==> config.mk <==
export PLATFORM = sky130hd
export DESIGN_NAME = ccff_chain_loader_flat
export DESIGN_NICKNAME = d
export VERILOG_FILES = /design/src/rtl/ccff_chain_loader_if.sv /design/src/rtl/ccff_chain_loader.sv /design/src/flat_wrapper.sv
export SDC_FILE = /design/constraint.sdc
export NUM_CORES = 1
export LEC_CHECK = 0
export ABC_AREA = 1
export ABC_CLOCK_PERIOD_IN_PS = 2400
export CAP_MARGIN = 20
export CORE_MARGIN = 2
export CORE_UTILIZATION = 45
export DETAILED_ROUTE_END_ITERATION = 8
export GPL_TIMING_DRIVEN = 0
export PLACE_DENSITY = 0.7
export SLEW_MARGIN = 20
export SYNTH_ARGS = -nofsm -noshare
export SYNTH_HDL_FRONTEND = slang
export SYNTH_SLANG_ARGS = --single-unit
==> constraint.sdc <==
create_clock -name prog_clk -period 2.4 [get_ports prog_clk]
set_input_delay 0.72 -clock prog_clk [delete_from_list [all_inputs] [get_ports prog_clk]]
set_output_delay 0.72 -clock prog_clk [all_outputs]
set_load 0.005 [all_outputs]
==> src/rtl/ccff_chain_loader_if.sv <==
// Host-side word handshakes of the configuration-chain loader:
// load words in, readback words out.
interface ccff_chain_loader_if #(
   parameter int WORD_W = 8
) ();
   logic [WORD_W-1:0] in_data;
   logic              in_valid;
   logic              in_ready;
   logic [WORD_W-1:0] rb_data;
   logic              rb_valid;
   logic              rb_ready;

   modport master (
      output in_data, in_valid, rb_ready,
      input  in_ready, rb_data, rb_valid
   );

   modport slave (
      input  in_data, in_valid, rb_ready,
      output in_ready, rb_data, rb_valid
   );
endinterface

==> src/rtl/ccff_chain_loader.sv <==
// Serialises host words into a tile configuration chain (bit 0 first) and
// repacks the bits leaving the chain tail into readback words.
module ccff_chain_loader #(
   parameter int CHAIN_LEN = 44,
   parameter int WORD_W    = 8,
   parameter int CNT_W     = 6
) (
   input  logic               prog_clk,
   input  logic               prog_reset_n,
   input  logic               start,
   ccff_chain_loader_if.slave bus,
   output logic               ccff_head,
   input  logic               ccff_tail,
   output logic               prog_clk_en,
   output logic               busy,
   output logic               done
);
   localparam int WL_W = $clog2(WORD_W + 1);
   localparam logic [WL_W-1:0]   WL_ZERO  = {WL_W{1'b0}};
   localparam logic [WL_W-1:0]   WL_ONE   = WL_W'(1);
   localparam logic [WL_W-1:0]   WL_FULL  = WL_W'(WORD_W);
   localparam logic [CNT_W-1:0]  BIT_ZERO = {CNT_W{1'b0}};
   localparam logic [CNT_W-1:0]  BIT_ONE  = CNT_W'(1);
   localparam logic [CNT_W-1:0]  BIT_LAST = CNT_W'(CHAIN_LEN - 1);
   localparam logic [WORD_W-1:0] W_ZERO   = {WORD_W{1'b0}};

   typedef enum logic [1:0] {
      ST_IDLE  = 2'd0,
      ST_SHIFT = 2'd1,
      ST_FLUSH = 2'd2,
      ST_DONE  = 2'd3
   } state_e;

   // A shift needs a pending bit and room for the tail bit it returns.
   function automatic logic shift_ok(input state_e st, input logic [WL_W-1:0] wl,
                                     input logic [WL_W-1:0] ac, input logic rbv);
      return (st == ST_SHIFT) && (wl != WL_ZERO) && !((ac == WL_FULL) && rbv);
   endfunction

   state_e            state_q, state_d;
   logic [WORD_W-1:0] sreg_q, sreg_d;
   logic [WL_W-1:0]   word_left_q, word_left_d;
   logic [CNT_W-1:0]  bit_cnt_q, bit_cnt_d;
   logic [WORD_W-1:0] asm_q, asm_d;
   logic [WL_W-1:0]   asm_cnt_q, asm_cnt_d;
   logic [WORD_W-1:0] rb_data_q, rb_data_d;
   logic              rb_valid_q, rb_valid_d;
   logic              in_ready_q, in_ready_d;
   logic              head_q, head_d;
   logic              clk_en_q, clk_en_d;
   logic              busy_q, busy_d;
   logic              done_q, done_d;

   logic              shift_s;
   logic              load_s;
   logic              handoff_s;
   logic [WORD_W-1:0] asm_base_s;
   logic [WL_W-1:0]   asm_idx_s;

   // Next-state, datapath and output decode; outputs are re-registered from
   // next-state values so the clock-gate enable comes straight off a flop.
   always_comb begin
      state_d     = state_q;
      sreg_d      = sreg_q;
      word_left_d = word_left_q;
      bit_cnt_d   = bit_cnt_q;
      asm_d       = asm_q;
      asm_cnt_d   = asm_cnt_q;
      rb_data_d   = rb_data_q;
      rb_valid_d  = rb_valid_q;
      asm_base_s  = asm_q;
      asm_idx_s   = asm_cnt_q;
      shift_s     = shift_ok(state_q, word_left_q, asm_cnt_q, rb_valid_q);
      load_s      = bus.in_valid && in_ready_q;

      case (state_q)
         ST_SHIFT: handoff_s = (asm_cnt_q == WL_FULL) && !rb_valid_q;
         ST_FLUSH: handoff_s = (asm_cnt_q != WL_ZERO) && !rb_valid_q;
         default:  handoff_s = 1'b0;
      endcase

      if (handoff_s) begin
         rb_data_d  = asm_q;
         rb_valid_d = 1'b1;
         asm_base_s = W_ZERO;
         asm_idx_s  = WL_ZERO;
      end else if (rb_valid_q && bus.rb_ready) begin
         rb_valid_d = 1'b0;
      end else begin
         rb_valid_d = rb_valid_q;
      end

      // Unfilled asm bits are always zero, so OR-in gives the zero padding.
      if (shift_s) begin
         asm_d       = asm_base_s | (WORD_W'(ccff_tail) << asm_idx_s);
         asm_cnt_d   = asm_idx_s + WL_ONE;
         sreg_d      = sreg_q >> 1'b1;
         word_left_d = word_left_q - WL_ONE;
         bit_cnt_d   = bit_cnt_q + BIT_ONE;
      end else begin
         asm_d     = asm_base_s;
         asm_cnt_d = asm_idx_s;
      end

      case (state_q)
         ST_IDLE, ST_DONE: begin
            if (start) begin
               state_d     = ST_SHIFT;
               bit_cnt_d   = BIT_ZERO;
               asm_d       = W_ZERO;
               asm_cnt_d   = WL_ZERO;
               sreg_d      = W_ZERO;
               word_left_d = WL_ZERO;
            end else begin
               state_d = state_q;
            end
         end
         ST_SHIFT: begin
            if (load_s) begin
               sreg_d      = bus.in_data;
               word_left_d = WL_FULL;
            end else if (shift_s && (bit_cnt_q == BIT_LAST)) begin
               state_d     = ST_FLUSH;
               word_left_d = WL_ZERO;
               sreg_d      = W_ZERO;
            end else begin
               state_d = state_q;
            end
         end
         ST_FLUSH: begin
            if ((asm_cnt_q == WL_ZERO) && (!rb_valid_q || bus.rb_ready)) begin
               state_d = ST_DONE;
            end else begin
               state_d = state_q;
            end
         end
         default: state_d = ST_IDLE;
      endcase

      in_ready_d = (state_d == ST_SHIFT) && (word_left_d == WL_ZERO);
      head_d     = (word_left_d != WL_ZERO) ? sreg_d[0] : 1'b0;
      clk_en_d   = shift_ok(state_d, word_left_d, asm_cnt_d, rb_valid_d);
      busy_d     = (state_d == ST_SHIFT) || (state_d == ST_FLUSH);
      done_d     = (state_d == ST_DONE);
   end

   // State and output registers; reset aborts a session and drops the gate enable.
   always_ff @(posedge prog_clk or negedge prog_reset_n) begin
      if (!prog_reset_n) begin
         state_q     <= ST_IDLE;
         sreg_q      <= W_ZERO;
         word_left_q <= WL_ZERO;
         bit_cnt_q   <= BIT_ZERO;
         asm_q       <= W_ZERO;
         asm_cnt_q   <= WL_ZERO;
         rb_data_q   <= W_ZERO;
         rb_valid_q  <= 1'b0;
         in_ready_q  <= 1'b0;
         head_q      <= 1'b0;
         clk_en_q    <= 1'b0;
         busy_q      <= 1'b0;
         done_q      <= 1'b0;
      end else begin
         state_q     <= state_d;
         sreg_q      <= sreg_d;
         word_left_q <= word_left_d;
         bit_cnt_q   <= bit_cnt_d;
         asm_q       <= asm_d;
         asm_cnt_q   <= asm_cnt_d;
         rb_data_q   <= rb_data_d;
         rb_valid_q  <= rb_valid_d;
         in_ready_q  <= in_ready_d;
         head_q      <= head_d;
         clk_en_q    <= clk_en_d;
         busy_q      <= busy_d;
         done_q      <= done_d;
      end
   end

   assign bus.in_ready = in_ready_q;
   assign bus.rb_data  = rb_data_q;
   assign bus.rb_valid = rb_valid_q;
   assign ccff_head    = head_q;
   assign prog_clk_en  = clk_en_q;
   assign busy         = busy_q;
   assign done         = done_q;
endmodule

==> src/flat_wrapper.sv <==
// flat-port wrapper written by rule: the top's interface ports become plain ports
module ccff_chain_loader_flat 
#(
   parameter int CHAIN_LEN = 44,
   parameter int WORD_W    = 8,
   parameter int CNT_W     = 6
)
  (prog_clk, prog_reset_n, start, ccff_head, ccff_tail, prog_clk_en, busy, done, bus_in_data, bus_in_valid, bus_rb_ready, bus_in_ready, bus_rb_data, bus_rb_valid);
  ccff_chain_loader_if #(.WORD_W(WORD_W)) bus_i ();
  input  logic prog_clk;
  input  logic prog_reset_n;
  input  logic start;
  output logic ccff_head;
  input  logic ccff_tail;
  output logic prog_clk_en;
  output logic busy;
  output logic done;
  input wire logic [$bits(bus_i.in_data)-1:0] bus_in_data;
  input wire logic [$bits(bus_i.in_valid)-1:0] bus_in_valid;
  input wire logic [$bits(bus_i.rb_ready)-1:0] bus_rb_ready;
  output wire logic [$bits(bus_i.in_ready)-1:0] bus_in_ready;
  output wire logic [$bits(bus_i.rb_data)-1:0] bus_rb_data;
  output wire logic [$bits(bus_i.rb_valid)-1:0] bus_rb_valid;
  assign bus_i.in_data = bus_in_data;
  assign bus_i.in_valid = bus_in_valid;
  assign bus_i.rb_ready = bus_rb_ready;
  assign bus_in_ready = bus_i.in_ready;
  assign bus_rb_data = bus_i.rb_data;
  assign bus_rb_valid = bus_i.rb_valid;
  ccff_chain_loader #(.CHAIN_LEN(CHAIN_LEN), .WORD_W(WORD_W), .CNT_W(CNT_W)) u_core (.prog_clk(prog_clk), .prog_reset_n(prog_reset_n), .start(start), .bus(bus_i), .ccff_head(ccff_head), .ccff_tail(ccff_tail), .prog_clk_en(prog_clk_en), .busy(busy), .done(done));
endmodule
==> results.sh <==
export IMPL_finalMaxSlewViolations=0
export IMPL_syn_area_per_cell_um2=8.94
export IMPL_max_freq_mhz=480
export IMPL_setup_viol=0
export IMPL_synthArstFlopShare_pct=100
export IMPL_synth_cells=260
export IMPL_syn_num_nets=281
export IMPL_status="finished clean"
export IMPL_utilization_pct=55.6
export IMPL_cap_viol_max_count=0
export IMPL_yosys_most_used_dff="dfrtp_1"
export IMPL_leakagePower_nw=1.44
export IMPL_dpl_hpwl_mm=3.26
export IMPL_p_total_mw=2.78
export IMPL_grt_pass1_vias=1779
export IMPL_skew_ns=0.00893
export IMPL_tightestPinTransition_ns=0.563
export IMPL_cts_hold_buf=0
export IMPL_cts_tree="yes"
export IMPL_worstPathRequired_ns=2.60
export IMPL_worstSetupPathType="reg -> reg"
export IMPL_ys_top_cells_by_count="46 x dfrtp_1, 44 x nand2_1, 39 x inv_1"
export IMPL_hp_class="in -> async"
export IMPL_postCtsSetupBuffers=0
export IMPL_antennaDiodeCount=0
export IMPL_ant_nets=0
export IMPL_cts_root_buf="clkbuf_8"
export IMPL_syn_to_final_growth_pct=20.7
export IMPL_ys_seq_elements=46
export IMPL_dr_total_vias=1771
export IMPL_drive_above_1_share_pct=13.2
export IMPL_grt_pass1_wl_mm=7.71
export IMPL_r2r_start="u_core.state_q[1]"
export IMPL_start_util_pct=46.1
export IMPL_fin_ws_ns=0.317
export IMPL_fin_crit_ns=2.08
export IMPL_cts_sinks=46
export IMPL_track_usage_pct=18.0
export IMPL_drt_initial_drc_count=120
export IMPL_worstSkewPairLatency_ns=0.30
export IMPL_htree_levels=2
export IMPL_die_w_um=75.9
export IMPL_peakVddDrop_v=0.000523
export IMPL_clockBufferDepth=2
export IMPL_cp_startpoint="u_core.state_q[1]"
export IMPL_clk_pin_slew_ns=0.08
export IMPL_die_area_mm2=0.00575
export IMPL_synthTopCellsByArea="dfrtp_1 50%, nand2_1 7.1%, inv_1 6.3%, nor2_1 5.2%, ha_1 3.8%"
export IMPL_path_max_fanout=10
export IMPL_wl_per_cell_um=11.8
export IMPL_drc=0
export IMPL_rsz0062_at_grt="no"
export IMPL_cts_resized=0
export IMPL_grt_max_degree=25
export IMPL_drt_vias_per_instance=4.84
export IMPL_cp_end_kind="flip-flop"
export IMPL_cp_arrival_ns=2.28
export IMPL_synth_largest_area_cell="dfrtp_1"
export IMPL_syn_cell_area_mm2=0.00232
export IMPL_routabilityCongestion=0.803
export IMPL_ys_seq_area_share_pct=49.5
export IMPL_grt_ovfl_total=0
export IMPL_drt_wl_total_mm=4.30
export IMPL_slew_headroom_pct=62.3
export IMPL_place_worst_setup_slack_ns=0.0548
export IMPL_pwr_density_cell_mw_per_mm2=991
export IMPL_antenna_found_initial=0
export IMPL_numCtsBuffers=5
export IMPL_nets=316
export IMPL_top_level_ports=28
export IMPL_period_share_pct=86.8
export IMPL_synth_cell_type_count=30
export IMPL_synth_top_area_share_pct=49.5
export IMPL_rows=26
export IMPL_synth_most_common_cell="dfrtp_1"
export IMPL_synth_edf_count=0
export IMPL_dr_pass1_iters=4
export IMPL_core_mm2=0.00504
export IMPL_hold_viol_final=0
export IMPL_die_h_um=75.9
export IMPL_ys_warnings_count=0
export IMPL_port_buffers=27
export IMPL_cp_start_kind="flip-flop"
power by group:
part           internal (mW)  switching, mW
Sequential             0.954          0.109
Combinational          0.453          0.695
Clock                  0.307          0.263
final cells by class:
| type | count | area [µm²] |
|---|---|---|
| Buffer | 5 | 45.0 |
| Inverter | 41 | 154 |
| Sequential cell | 46 | 1150 |
| Clock inverter | 3 | 40.0 |
| Tap cell | 70 | 87.6 |
| Fill cell | 472 | 2240 |
| Timing Repair Buffer | 28 | 285 |
| Multi-Input combinational cell | 168 | 973 |
| Clock buffer | 5 | 68.8 |
metal layers:
metal  vias to the layer above  GRT usage [%]  part of all wire (%)
met5                         -              0                     0
met4                         0           7.21                   1.8
met3                         6           4.76                   5.7
met2                        43           28.5                    44
met1                       812           23.5                    48
li1                        910              -                     -
placed cells by master, fill, tap and decap left out, types with 2 or more instances in the layout:
cell type | netlist | routed
a21oi_1 | 3 | 3
a22oi_1 | 9 | 9
buf_6 | 3 | 3
clkbuf_8 | 0 | 5
clkdlybuf4s50_1 | 0 | 26
clkinv_2 | 0 | 2
dfrtp_1 | 46 | 46
ha_1 | 7 | 7
inv_1 | 39 | 39
inv_2 | 2 | 2
mux2_2 | 6 | 6
mux2_4 | 2 | 2
mux2i_1 | 5 | 5
nand2_1 | 44 | 44
nand2_2 | 4 | 4
nand3_1 | 16 | 16
nand3_2 | 2 | 2
nor2_1 | 32 | 32
nor2_2 | 5 | 5
nor3_1 | 2 | 2
nor3_2 | 2 | 2
o21ai_0 | 15 | 15
o21ai_1 | 3 | 3
xnor2_1 | 2 | 2
xor2_1 | 3 | 3
sequential cells by signal, summed over array words and instances (netlist names):
register and cells:
u_core.asm_cnt_q 4, u_core.asm_q 8, u_core.bit_cnt_q 6, u_core.bus.in_ready 1, u_core.bus.rb_data 8, u_core.bus.rb_valid 1
u_core.busy 1, u_core.ccff_head 1, u_core.done 1, u_core.prog_clk_en 1, u_core.sreg_q 8, u_core.state_q 2
u_core.word_left_q 4
worst paths after layout:
| check | end | slack [ns] | cells after the start |
|---|---|---|---|
| min in group prog_clk | u_core.bus.rb_data[5] | 0.51 | 1 |
| max in group asynchronous | u_core.bit_cnt_q[4] | 1.51 | 2 |
| worst max-delay path | u_core.prog_clk_en | 0.32 | 13 |
| worst min register to register | u_core.bus.rb_data[5] | 0.51 | 1 |
| worst min-delay path | u_core.word_left_q[0] | 0.39 | 1 |
| worst max register to register | u_core.prog_clk_en | 0.32 | 13 |
logic make-up (layout without fill, tap and decap cells):
| group | after synthesis | count (layout) | share of synthesized area (%) |
|---|---|---|---|
| AND/OR/NAND/NOR | 109 | 109 | 21.1 |
| adder cells (fa/ha/maj) | 7 | 7 | 3.77 |
| AO/OA/AOI/OAI | 34 | 34 | 8.83 |
| buffers and inverters | 46 | 82 | 8.56 |
| XOR/XNOR | 5 | 5 | 1.89 |
| multiplexers | 13 | 13 | 6.35 |
| flip-flops | 46 | 46 | 49.5 |
stage by stage:
| stage | TNS (ns) | instance area (µm²) | std cells | hold WS, ns |
|---|---|---|---|---|
| finish | 0 | 2810 | 366 | 0.388 |
| CTS | 0 | 2810 | 366 | 0.399 |
| global placement | -31.81 | 2680 | 357 | 0.486 |
| detailed placement | 0 | 2700 | 358 | 0.492 |
| global route | 0 | 2810 | 366 | 0.434 |
| floorplan | 0 | 2320 | 260 | 0.424 |
critical path: stages, from the launching register on:
cell and delay [ns]:
dfrtp_1 0.42, inv_1 0.08, ha_1 0.19, nand2_1 0.11, nor2_4 0.17, buf_6 0.16
a31oi_1 0.08, o21ai_0 0.14, nand2_1 0.06, o21ai_0 0.15, inv_1 0.08, ha_1 0.20
nand2_1 0.08, nor2_1 0.05
No activity file was read; power rests on OpenSTA's default activity.
